===== src/rtl/acq_write_ctrl_pkg.sv =====
// Shared types and helpers for the acquisition write controller.
// Holds the FSM state encoding and the acquisition-length clamp.
package acq_write_ctrl_pkg;

    typedef enum logic [1:0] {
        ST_IDLE  = 2'd0,
        ST_ARMED = 2'd1,
        ST_ACQ   = 2'd2,
        ST_DONE  = 2'd3
    } state_t;

    // A length of 0, or one larger than the buffer, means "fill the whole buffer".
    function automatic logic [31:0] clamp_len(input logic [31:0] len, input int bw);
        logic [31:0] full;
        full = 32'd1 << bw;
        return ((len == 32'd0) || (len > full)) ? full : len;
    endfunction

endpackage


===== src/rtl/acq_write_ctrl_addr_counter.sv =====
// BRAM write-address counter: synchronous clear, increment, and a
// terminal-count flag raised while the address equals the programmed last word.
module acq_write_ctrl_addr_counter #(
    parameter int W = 13
) (
    input  logic         clk,
    input  logic         resetn,
    input  logic         i_clr,
    input  logic         i_inc,
    input  logic [W-1:0] i_last,
    output logic [W-1:0] o_addr,
    output logic         o_tc
);

    logic [W-1:0] r_addr;

    always_ff @(posedge clk or negedge resetn) begin
        if (!resetn) begin
            r_addr <= '0;
        end else if (i_clr) begin
            r_addr <= '0;
        end else if (i_inc) begin
            r_addr <= r_addr + W'(1);
        end
    end

    assign o_addr = r_addr;
    assign o_tc   = (r_addr == i_last);

endmodule


===== src/rtl/acq_write_ctrl.sv =====
// Write-enable and address generator for BRAM acquisition buffers:
// arm, wait for trigger, write len_lat words, then finish or re-arm.
module acq_write_ctrl
    import acq_write_ctrl_pkg::*;
#(
    parameter int BRAM_WIDTH = 13,
    parameter int N_CH       = 2,
    parameter int CNT_WIDTH  = 16
) (
    input  logic                  clk,
    input  logic                  resetn,
    input  logic                  start_acq,
    input  logic                  stop_acq,
    input  logic                  trig,
    input  logic [BRAM_WIDTH:0]   len,
    input  logic [N_CH-1:0]       ch_mask,
    input  logic                  continuous,
    output logic [BRAM_WIDTH-1:0] addr,
    output logic [N_CH-1:0]       wen,
    output logic                  busy,
    output logic                  done,
    output logic [CNT_WIDTH-1:0]  acq_count,
    output state_t                dbg_state
);

    localparam int LEN_WIDTH = BRAM_WIDTH + 1;

    state_t                r_state;
    logic [LEN_WIDTH-1:0]  r_len_lat;
    logic [N_CH-1:0]       r_mask_lat;
    logic                  r_cont_lat;
    logic [N_CH-1:0]       r_wen;
    logic                  r_busy;
    logic                  r_done;
    logic [CNT_WIDTH-1:0]  r_acq_count;

    logic [BRAM_WIDTH-1:0] w_last;
    logic                  w_tc;
    logic                  w_clr;
    logic                  w_inc;

    // len_lat is at least 1, so len_lat-1 always fits in the address width.
    assign w_last = BRAM_WIDTH'(r_len_lat - LEN_WIDTH'(1));
    assign w_clr  = stop_acq || ((r_state == ST_ACQ) && w_tc);
    assign w_inc  = (r_state == ST_ACQ) && !w_tc && !stop_acq;

    acq_write_ctrl_addr_counter #(
        .W (BRAM_WIDTH)
    ) u_addr_counter (
        .clk    (clk),
        .resetn (resetn),
        .i_clr  (w_clr),
        .i_inc  (w_inc),
        .i_last (w_last),
        .o_addr (addr),
        .o_tc   (w_tc)
    );

    always_ff @(posedge clk or negedge resetn) begin
        if (!resetn) begin
            r_state     <= ST_IDLE;
            r_len_lat   <= '0;
            r_mask_lat  <= '0;
            r_cont_lat  <= 1'b0;
            r_wen       <= '0;
            r_busy      <= 1'b0;
            r_done      <= 1'b0;
            r_acq_count <= '0;
        end else begin
            r_done <= 1'b0;
            if (stop_acq) begin
                r_state <= ST_IDLE;
                r_wen   <= '0;
                r_busy  <= 1'b0;
            end else begin
                case (r_state)
                    ST_IDLE, ST_DONE: begin
                        if (start_acq) begin
                            r_len_lat   <= LEN_WIDTH'(clamp_len(32'(len), BRAM_WIDTH));
                            r_mask_lat  <= ch_mask;
                            r_cont_lat  <= continuous;
                            r_acq_count <= '0;
                            r_busy      <= 1'b1;
                            r_state     <= ST_ARMED;
                        end
                    end
                    ST_ARMED: begin
                        if (trig) begin
                            r_wen   <= r_mask_lat;
                            r_state <= ST_ACQ;
                        end
                    end
                    ST_ACQ: begin
                        // The edge that retires the last word also ends the burst.
                        if (w_tc) begin
                            r_wen <= '0;
                            if (r_acq_count != '1) begin
                                r_acq_count <= r_acq_count + CNT_WIDTH'(1);
                            end
                            if (r_cont_lat) begin
                                r_state <= ST_ARMED;
                            end else begin
                                r_state <= ST_DONE;
                                r_busy  <= 1'b0;
                                r_done  <= 1'b1;
                            end
                        end
                    end
                    default: r_state <= ST_IDLE;
                endcase
            end
        end
    end

    assign wen       = r_wen;
    assign busy      = r_busy;
    assign done      = r_done;
    assign acq_count = r_acq_count;
    assign dbg_state = r_state;

endmodule


===== config.mk =====
export PLATFORM = sky130hd
export DESIGN_NAME = acq_write_ctrl
export DESIGN_NICKNAME = d
export VERILOG_FILES = /design/src/rtl/acq_write_ctrl_pkg.sv /design/src/rtl/acq_write_ctrl_addr_counter.sv /design/src/rtl/acq_write_ctrl.sv
export SDC_FILE = /design/constraint.sdc
export NUM_CORES = 1
export LEC_CHECK = 0
export CAP_MARGIN = 20
export CORE_MARGIN = 2
export CORE_UTILIZATION = 46
export DETAILED_ROUTE_END_ITERATION = 8
export GPL_ROUTABILITY_DRIVEN = 0
export GPL_TIMING_DRIVEN = 0
export PLACE_DENSITY = 0.71
export SYNTH_ARGS = -nofsm -noshare
export SYNTH_HDL_FRONTEND = slang
export SYNTH_SLANG_ARGS = --single-unit

===== constraint.sdc =====
create_clock -name clk -period 3.9 [get_ports clk]
set_input_delay 0.78 -clock clk [delete_from_list [all_inputs] [get_ports clk]]
set_output_delay 0.78 -clock clk [all_outputs]
set_load 0.1 [all_outputs]

==> results of run 1 <==
[how the worst min path moves through the flow]
stage | startpoint | end | cells past startpoint
final | resetn | r_len_lat[4]$_DFFE_PN0P_ | 1
after detailed placement | wen[0]$_DFFE_PN0P_ | wen[0]$_DFFE_PN0P_ | 1
after global routing | resetn | r_len_lat[4]$_DFFE_PN0P_ | 1
after floorplan | resetn | acq_count[0]$_DFFE_PN0P_ | 0
after CTS | resetn | r_len_lat[4]$_DFFE_PN0P_ | 1
after global placement | wen[1]$_DFFE_PN0P_ | wen[1]$_DFFE_PN0P_ | 1
[cell usage after synthesis, types with 8 or more instances]
cell type / number
o21ai_0: 10
nor2_1: 23
xnor2_1: 13
inv_1: 11
nand2_1: 28
nor3_1: 11
a22o_1: 15
dfrtp_1: 51
nand3_1: 29
a21oi_1: 16
clkbuf_1: 13
a31oi_1: 9
and3_1: 8
[layout make-up]
type	instances	area, sq um
plain buffers	18	78.83
flip-flops and latches	51	1276
clock buffers	6	82.58
well taps	80	100.1
repair buffers	57	575.6
multi-input cells	264	1810
fillers	588	2756
clock inverters	2	35.03
inverters	11	41.29
[routing by layer]
layer / track usage (%) / part of all wire, % / wire (um)
met1: 30.88 / 48 / 3845
met2: 37.88 / 48 / 3831
met3: 4.360 / 3.9 / 317
met4: 4.476 / 0.73 / 59
met5: 0 / 0 / 0
[power groups by stage]
| stage | logic, uW | clock network, uW | registers, uW |
|---|---|---|---|
| 2_1_floorplan | 402 | 0 | 702 |
| 5_1_grt | 649 | 427 | 656 |
| 6_report | 595 | 395 | 647 |
| 4_1_cts | 596 | 397 | 647 |
| 3_5_place_dp | 591 | 0 | 657 |
| 3_3_place_gp | 581 | 0 | 654 |
[cells in the final DEF, fill, tap and decap left out, types with 11 or more instances in the layout]
| master | n |
|---|---|
| a21oi_1 | 16 |
| a22o_1 | 15 |
| clkbuf_1 | 13 |
| clkdlybuf4s50_1 | 55 |
| dfrtp_1 | 51 |
| inv_1 | 11 |
| nand2_1 | 28 |
| nand3_1 | 29 |
| nor2_1 | 23 |
| nor3_1 | 11 |
| xnor2_1 | 13 |
[per-stage QoR]
| step | total power, uW | utilization [%] |
|---|---|---|
| 2_1_floorplan | 1103 | - |
| 3_3_place_gp | 1235 | 57.24 |
| 3_5_place_dp | 1248 | 57.46 |
| 4_1_cts | 1640 | 59.20 |
| 5_1_grt | 1732 | 59.20 |
| 6_report | 1637 | 59.20 |
[kinds of logic (layout without fill, tap and decap cells)]
kind of cell | Yosys count | after routing | share of synthesized area (%)
compound gates | 91 | 91 | 22.63
mux | 6 | 6 | 2.068
fa+ha+maj | 6 | 6 | 2.341
xor+xnor | 17 | 17 | 4.643
flops | 51 | 51 | 39.80
buf+inv | 29 | 94 | 3.745
simple gates | 144 | 144 | 24.78
[registers in the layout, indices dropped and copies added, names as in the netlist]
signal	flops
u_addr_counter.o_addr	13
dbg_state	2
r_mask_lat	2
r_cont_lat	1
wen	2
r_len_lat	13
acq_count	16
done	1
busy	1
==> impl_results.md, run 1 <==
- DP Wirelength: 5.838 mm
- Worst-margin pin slew: 0.9813 ns
- Worst-path clk slew: 0.10 ns
- Final WS setup: 0.4154 ns
- CP max stage cell: a2111oi_4
- Max-slew violations: 0
- Die area: 0.007655 sq mm
- H-tree levels: 2
- Worst reg2reg path startpoint: r_len_lat[0]$_DFFE_PN0P_
- Post-DP Area: 0.003882 sq mm
- Antenna diode count: 0
- First-pass GRT wire length: about 14 mm
- CP Capture Type: flop
- Final hold vios: 0
- Fmax: 287.0 MHz
- Synth warn: 0
- Finished Layout Cells: 489
- Syn_area_per_cell: 9.322 sq um
- Maximum clock path buffer count: 2
- # IOs: 57
- Syn-to-layout area delta: 24.74%
- Die W: 87.50 um
- Final setup vio count: 0
- CTS Sinks: 51
- Start point of the critical path: r_len_lat[0]$_DFFE_PN0P_
- Mapped Cells: 344
- Final Cell Area: between 0.004 and 0.005 sq mm
- Number of port buffers: 56
- Cell Pwr Density: roughly 400 mW/mm^2
- Crit-path cells: inv_1, ha_1, or3b_2, or4_1, nand3_1, o2111ai_1, a2111oi_4, nand3_1, xnor2_1, a22o_1
- Final wirelength: 8.053 mm
- Setup_tns: 0 ns
- Worst hold slack: ~0.44 ns
- Async SR Flop Fraction: 100.0%
- Most used cell, CP: nand3_1
- Fin Clk Skew: 0.01186 ns
- Routed vias: 2924
- Clock power share: 24.1%
- Nets: around 440
- Slowest Stage Delay on Critical Path: 0.64 ns
- CTS resizes: 0
- Critical path endpoint: acq_count[14]$_DFFE_PN0P_
- Minimum clock period: approximately 3.5 ns
- Worst R2R End: acq_count[14]$_DFFE_PN0P_
- Mapped Nets: 372
- CP bufs+invs: 1
- Vias in the first global route: 2856
- CP delay by family, top: simple AND/OR/NAND/NOR gates
- Critical path depth: 10
- TritonCTS clock tree: built
- Startpoint Class: flop
- Cts hold-fix bufs: 0
- Top cell type's share of synthesized area: 39.80%
- Top post-synthesis cells by area: dfrtp_1 40%, nand3_1 4.5%, a22o_1 4.1%, xnor2_1 3.6%, nand2_1 3.3%
- Pin count of the biggest net entering global routing: 29
- Max cap viols: 0
- P_leak: roughly 0.0015 uW
- Placed cells: 481
- Pre-CTS WS: 0.4825 ns
- Number of cell rows: 30
- Routed WL per cell: 16.47 um
- Run status: complete, no violations
- Synth Flop Type: dfrtp_1
- DRT Pass-1 Iters: 4
- Unique cell type count in the Yosys netlist: 66
- Synth Register Bits: 51
- Routed Antenna Nets: 0
- Critical Path AT: 3.70 ns
- Post-synth EDFFs: 0
- Worst skew pair latency: 0.32 ns
- Peak VDD IR: 0.0002379 V
- Hold Path Class: in2async
- Rel. slew slack: 34.37%
- Core Area: 0.006756 sq mm
- Switching Power: between 600 and 700 uW
- DRC: 0
- Total grt overflow: 0
- Combinational share of power: ~36%
- Fin crit share: 89.35%
- Layout cell share with drive strength beyond 1: 8.557%
- GRT Total Usage: 22.72%
- Internal Power: 1029 uW
- Post-synthesis sequential area ratio: 39.80%
- Initial antenna violation count: 0
- Clk root buf: clkbuf_8
- Number of buffers created by CTS: 5
- Yosys top cell by area: dfrtp_1
- Die height: 87.50 um
- Worst Path Required: 4.12 ns
- DR iter-0 viols: 163
- Crit path kind: reg2reg
- Worst Path Max Fanout: 8
- Sequential share of power: 39.5%
- Sw Ratio: between 30% and 40%
- Initial Util: 47.46%
- Setup slack, reg-to-reg: 0.42 ns
- RSZ-0062 raised after global routing: no
- Vias per cell: 5.980
- Area of the mapped netlist: ~0.0032 sq mm
- Post-CTS Setup Bufs: 0
- FF-to-FF path depth: 10
(Power assumes the default switching activity.)
==> inputs of run 2 (changes only) <==
--- a/config.mk
+++ b/config.mk
@@ -5,7 +5,6 @@
 export SDC_FILE = /design/constraint.sdc
 export NUM_CORES = 1
 export LEC_CHECK = 0
-export CAP_MARGIN = 20
 export CORE_MARGIN = 2
 export CORE_UTILIZATION = 46
 export DETAILED_ROUTE_END_ITERATION = 8
==> run 2 against run 1 <==
Final area did not move. Die area did not move. Total power unchanged. Sequential share of layout area unchanged. Wire length unchanged. Global-route usage unchanged. Maximum frequency stayed put.
==> impl_results.md, run 2 (synthesis gave the netlist of run 1 again) <==
- RSZ-0062 raised after global routing: no
- Max-slew violations: 0 (unchanged)
- Setup_tns: 0 ns (unchanged)
- Crit-path cells: inv_1, ha_1, or3b_2, or4_1, nand3_1, o2111ai_1, a2111oi_4, nand3_1, xnor2_1, a22o_1
- Peak VDD IR: 0.0002379 V (unchanged)
- Maximum clock path buffer count: 2 (unchanged)
- Number of cell rows: 30 (unchanged)
- Max reg flops: 16 (unchanged)
- Worst skew pair latency: 0.32 ns (about the same)
- Cts hold-fix bufs: 0 (unchanged)
- Placed cells: 481 (unchanged)
- GRT Total Usage: 22.72% (unchanged)
- DRC: 0 (unchanged)
- TritonCTS clock tree: built
- Switching Power: 607.6 uW (unchanged)
- Pin count of the biggest net entering global routing: 29 (unchanged)
- P_leak: 0.001540 uW (unchanged)
- CP Capture Type: flop
- Startpoint Class: flop
- Most used cell, CP: nand3_1
- Slowest Stage Delay on Critical Path: 0.64 ns (about the same)
- Hold Path Class: in2async
- Clk root buf: clkbuf_8
- Vias in the first global route: 2856 (unchanged)
- Clock power share: 24.1% (about the same)
- Total grt overflow: 0 (unchanged)
- Max cap viols: 0 (unchanged)
- Worst-margin pin slew: 0.9813 ns (unchanged)
- Routed Antenna Nets: 0 (unchanged)
- Vias per cell: 5.980 (unchanged)
- Die W: 87.50 um (unchanged)
- Rel. slew slack: 34.37% (unchanged)
- Initial antenna violation count: 0 (unchanged)
- Nets: 436 (unchanged)
- Final setup vio count: 0 (unchanged)
- Critical Path AT: 3.70 ns (about the same)
- Met1 WL: 3.845 mm (unchanged)
- # IOs: 57 (unchanged)
- Core Area: 0.006756 sq mm (unchanged)
- Layout cell share with drive strength beyond 1: 8.557% (unchanged)
- Minimum clock period: 3.485 ns (unchanged)
- Antenna diode count: 0 (unchanged)
- Post-CTS Setup Bufs: 0 (unchanged)
- Final hold vios: 0 (unchanged)
- DRT Pass-1 Iters: 4 (unchanged)
- Most frequent cells in the layout: 55 x clkdlybuf4s50_1, 51 x dfrtp_1, 29 x nand3_1
- Initial Util: 47.46% (unchanged)
- Finished Layout Cells: 489 (unchanged)
- Die area: 0.007655 sq mm (unchanged)
- Fin crit share: 89.35% (unchanged)
- Sw Ratio: 37.12% (unchanged)
- Sequential share of power: 39.5% (about the same)
- Fmax: 287.0 MHz (unchanged)
- First-pass GRT wire length: 13.90 mm (unchanged)
- Crit path kind: reg2reg
- Worst Path Required: 4.12 ns (about the same)
- Detail Route met2 WL: 3.831 mm (unchanged)
- Number of buffers created by CTS: 5 (unchanged)
- Syn-to-layout area delta: 24.74% (unchanged)
- Routed WL per cell: 16.47 um (unchanged)
- Highest Signal Layer: met4
- Cell Pwr Density: 409.2 mW/mm^2 (unchanged)
- Worst Path Max Fanout: 8 (unchanged)
- DR iter-0 viols: 163 (unchanged)
- # fillers: 588 (unchanged)
- Internal Power: 1029 uW (unchanged)
- Run status: complete, no violations
- Met3 wire len: 317 um (unchanged)
- CTS Sinks: 51 (unchanged)
- Most common cell after layout, fill and taps aside: clkdlybuf4s50_1
- CTS resizes: 0 (unchanged)
- H-tree levels: 2 (unchanged)
- Routed vias: 2924 (unchanged)
- CP max stage cell: a2111oi_4
- Combinational share of power: 36.3% (about the same)
- Final wirelength: 8.053 mm (unchanged)
- Fin Clk Skew: 0.01186 ns (unchanged)
- Die height: 87.50 um (unchanged)
- DP Wirelength: 5.838 mm (unchanged)
- Number of port buffers: 56 (unchanged)
- Worst-path clk slew: 0.10 ns (about the same)
## run 2: cell counts in the layout (fill, tap and decap cells not counted)
Identical to the previous run, type by type.
## run 2: layer usage
metal / GRT usage, % / vias up
met5: 0 / -
met4: 4.476 / 0
met3: 4.360 / 5
met2: 37.88 / 70
met1: 30.88 / 1420
li1: - / 1429
## run 2: layout make-up
cell class                      instances  area (sq um)  share of cell area, %
Multi-Input combinational cell        264          1810                  45.26
Inverter                               11         41.29                  1.032
Clock inverter                          2         35.03                 0.8758
Buffer                                 18         78.83                  1.971
Clock buffer                            6         82.58                  2.064
Tap cell                               80         100.1                  2.502
Sequential cell                        51          1276                  31.90
Timing Repair Buffer                   57         575.6                  14.39
## run 2: path summary, 6_finish.rpt
| path | from | endpoint | slack (ns) | depth (start not counted) |
|---|---|---|---|---|
| max | r_len_lat[0]$_DFFE_PN0P_ | acq_count[14]$_DFFE_PN0P_ | 0.42 | 10 |
| min | resetn | r_len_lat[4]$_DFFE_PN0P_ | 0.44 | 1 |
| max reg2reg | r_len_lat[0]$_DFFE_PN0P_ | acq_count[14]$_DFFE_PN0P_ | 0.42 | 10 |
| min reg2reg | wen[1]$_DFFE_PN0P_ | wen[1]$_DFFE_PN0P_ | 0.52 | 1 |
| max in group asynchronous | resetn | u_addr_counter.o_addr[11]$_DFFE_PN0P_ | 2.91 | 2 |
| min in group clk | wen[1]$_DFFE_PN0P_ | wen[1]$_DFFE_PN0P_ | 0.52 | 1 |
## run 2: power groups by stage
stage,Combinational [uW],Clock (uW),Sequential (uW)
after floorplan,402,0,702
after global placement,581,0,654
after detailed placement,591,0,657
after CTS,596,397,647
after global routing,649,427,656
final,595,395,647
## run 2: stage by stage
| stage | hold slack (ns) | power, uW | util [%] | setup slack [ns] | instance area (sq um) |
|---|---|---|---|---|---|
| floorplan | 0.4798 | 1103 | - | 0.7266 | 3207 |
| global placement | 0.4961 | 1235 | 57.24 | 0.4356 | 3867 |
| detailed placement | 0.5042 | 1248 | 57.46 | 0.4825 | 3882 |
| CTS | 0.4683 | 1640 | 59.20 | 0.4132 | 4000 |
| global route | 0.4820 | 1732 | 59.20 | 0.2175 | 4000 |
| finish | 0.4407 | 1637 | 59.20 | 0.4154 | 4000 |
## run 2: worst max-delay path, delay by kind of cell (launching register included)
| kind | cells | cell delay (ns) |
|---|---|---|
| and+or+nand+nor | 4 | 1.38 |
| buffers and inverters | 1 | 0.09 |
| AOI/OAI and AO/OA | 3 | 1.09 |
| DFF | 1 | 0.46 |
| xor gates and xnor gates | 1 | 0.17 |
| adders and majority gates | 1 | 0.20 |
==> inputs of run 3 (changes only) <==
--- a/config.mk
+++ b/config.mk
@@ -6,11 +6,11 @@
 export NUM_CORES = 1
 export LEC_CHECK = 0
 export CORE_MARGIN = 2
-export CORE_UTILIZATION = 46
+export CORE_UTILIZATION = 40
 export DETAILED_ROUTE_END_ITERATION = 8
 export GPL_ROUTABILITY_DRIVEN = 0
 export GPL_TIMING_DRIVEN = 0
-export PLACE_DENSITY = 0.71
+export SETUP_SLACK_MARGIN = 0.15
 export SYNTH_ARGS = -nofsm -noshare
 export SYNTH_HDL_FRONTEND = slang
 export SYNTH_SLANG_ARGS = --single-unit
==> run 3 against run 2 <==
Final area fell by 0.44%. Maximum frequency grew 1.6%. Combinational power hardly changed. Cell count up 4.1%. Via count is 1.1% lower. Clock skew decreased by 0.0046 ns. Critical path depth unchanged.
==> impl_results.md, run 3 (synthesis gave the netlist of run 1 again) <==
- Run status: complete, no violations
- Maximum clock path buffer count: 2 (unchanged)
- Cts hold-fix bufs: 0 (unchanged)
- Nets: 436 (unchanged)
- Fin crit share: 87.93% (-1.4 points)
- Final hold vios: 0 (unchanged)
- Routed vias: 2893 (-1.1%)
- CP max stage cell: a2111oi_4
- Fmax: 291.6 MHz (+1.6%)
- Setup_tns: 0 ns (unchanged)
- Initial Util: 41.29% (-6.2 points)
- Cell Pwr Density: 385.2 mW/mm^2 (-5.9%)
- Startpoint Class: flop
- Total grt overflow: 0 (unchanged)
- Max reg flops: 16 (unchanged)
- Worst skew pair latency: 0.30 ns (-0.02 ns)
- Register Area: 0.001276 sq mm (unchanged)
- Minimum clock period: 3.429 ns (-0.05539 ns)
- Routed WL per cell: 16.05 um (-2.5%)
- Worst-margin pin slew: 0.9738 ns (-0.007500 ns)
- CP delay by family, top: simple AND/OR/NAND/NOR gates
- Syn-to-layout area delta: 24.19%
- Fin Clk Skew: 0.007232 ns (-0.004627 ns)
- Number of port buffers: 56 (unchanged)
- Routed Antenna Nets: 0 (unchanged)
- H-tree levels: 2 (unchanged)
- Max cap viols: 0 (unchanged)
- # fillers: 748 (+27%)
- CP Capture Type: flop
- Pin count of the biggest net entering global routing: 30 (+3.4%)
- Initial antenna violation count: 0 (unchanged)
- Most frequent cells in the layout: 55 x clkdlybuf4s50_1, 51 x dfrtp_1, 29 x nand3_1
- Core Area: 0.007767 sq mm (+15%)
- Post-CTS Setup Bufs: 0 (unchanged)
- GRT Total Usage: 19.92% (-2.8 points)
- Final setup vio count: 0 (unchanged)
- Worst Path Required: 4.10 ns (-0.02 ns)
- Clk root buf: clkbuf_8
- Vias per cell: 5.684 (-4.9%)
- Die area: 0.008750 sq mm (+14%)
- Vias in the first global route: 2892 (+1.3%)
- CTS resizes: 0 (unchanged)
- CP bufs+invs: 1 (unchanged)
- Hold Path Class: in2async
- CTS Sinks: 51 (unchanged)
- Slowest Stage Delay on Critical Path: 0.61 ns (-0.03 ns)
- Die W: 93.54 um (+6.9%)
- Worst-path clk slew: 0.09 ns (about the same)
- Placed cells: 503 (+4.6%)
- Most common cell after layout, fill and taps aside: clkdlybuf4s50_1
- Antenna diode count: 0 (unchanged)
- Finished Layout Cells: 509 (+4.1%)
- Final wirelength: 8.171 mm (+1.5%)
- Layout cell share with drive strength beyond 1: 7.862% (-0.70 points)
- DP Wirelength: 6.000 mm (+2.8%)
- TritonCTS clock tree: built
- First-pass GRT wire length: 13.98 mm (+0.55%)
- DRT Pass-1 Iters: 4 (unchanged)
- P_leak: 0.001516 uW (-1.6%)
- # IOs: 57 (unchanged)
- Number of buffers created by CTS: 5 (unchanged)
- Area of the multi-input gates: 0.001810 sq mm (unchanged)
- Die height: 93.54 um (+6.9%)
- Critical Path AT: 3.63 ns (-0.07 ns)
- Rel. slew slack: 34.88% (+0.50 points)
- Crit path kind: reg2reg
- Worst Path Max Fanout: 8 (unchanged)
- Number of cell rows: 32 (+6.7%)
- Crit-path cells: inv_1, ha_1, or3b_2, or4_1, nand3_1, o2111ai_1, a2111oi_4, nand3_1, xnor2_1, a22o_1
- DR iter-0 viols: 99 (-39%)
- Max-slew violations: 0 (unchanged)
- Peak VDD IR: 0.0002190 V (-8.0%)
- RSZ-0062 raised after global routing: no
- Most used cell, CP: nand3_1
- DRC: 0 (unchanged)
## run 3: path summary, 6_finish.rpt
| kind | from | endpoint | slack, ns | depth (start not counted) |
|---|---|---|---|---|
| max in group asynchronous | resetn | acq_count[3]$_DFFE_PN0P_ | 2.89 | 2 |
| min reg2reg | wen[0]$_DFFE_PN0P_ | wen[0]$_DFFE_PN0P_ | 0.52 | 1 |
| max reg2reg | r_len_lat[0]$_DFFE_PN0P_ | acq_count[14]$_DFFE_PN0P_ | 0.47 | 10 |
| min | resetn | r_len_lat[0]$_DFFE_PN0P_ | 0.45 | 1 |
| max | r_len_lat[0]$_DFFE_PN0P_ | acq_count[14]$_DFFE_PN0P_ | 0.47 | 10 |
| min in group clk | wen[0]$_DFFE_PN0P_ | wen[0]$_DFFE_PN0P_ | 0.52 | 1 |
## run 3: cell type report
type | instances | share of cell area, %
buffer | 18 | 1.979
clock buffer | 6 | 1.822
inverter | 11 | 1.037
multi-input combinational | 264 | 45.46
sequential | 51 | 32.05
tap | 102 | 3.205
timing repair buffer | 57 | 14.45
## run 3: per-layer routing
metal,global-route usage (%),part of all wire (%),wire length [um]
met5,0,0,0
met4,5.072,1.3,106
met3,3.384,3.7,300
met2,33.03,47,3880
met1,27.11,48,3884
## run 3: where the power goes
group,internal (uW),switching [uW],total [uW]
logic,241,356,597
registers,580,65.2,646
clock network,120,171,292
total,941,593,1530
## run 3: through the flow
stage / utilization [%] / power (uW) / cell area (sq um) / setup slack, ns / hold WS, ns
detailed placement: 50.34 / 1248 / 3910 / 0.4826 / 0.4985
finish: 51.27 / 1534 / 3983 / 0.4708 / 0.4528
global route: 51.27 / 1629 / 3983 / 0.2532 / 0.4818
global placement: 50.14 / 1239 / 3895 / 0.4096 / 0.4986
floorplan: - / 1103 / 3207 / 0.7266 / 0.4798
CTS: 51.27 / 1545 / 3983 / 0.4531 / 0.4677
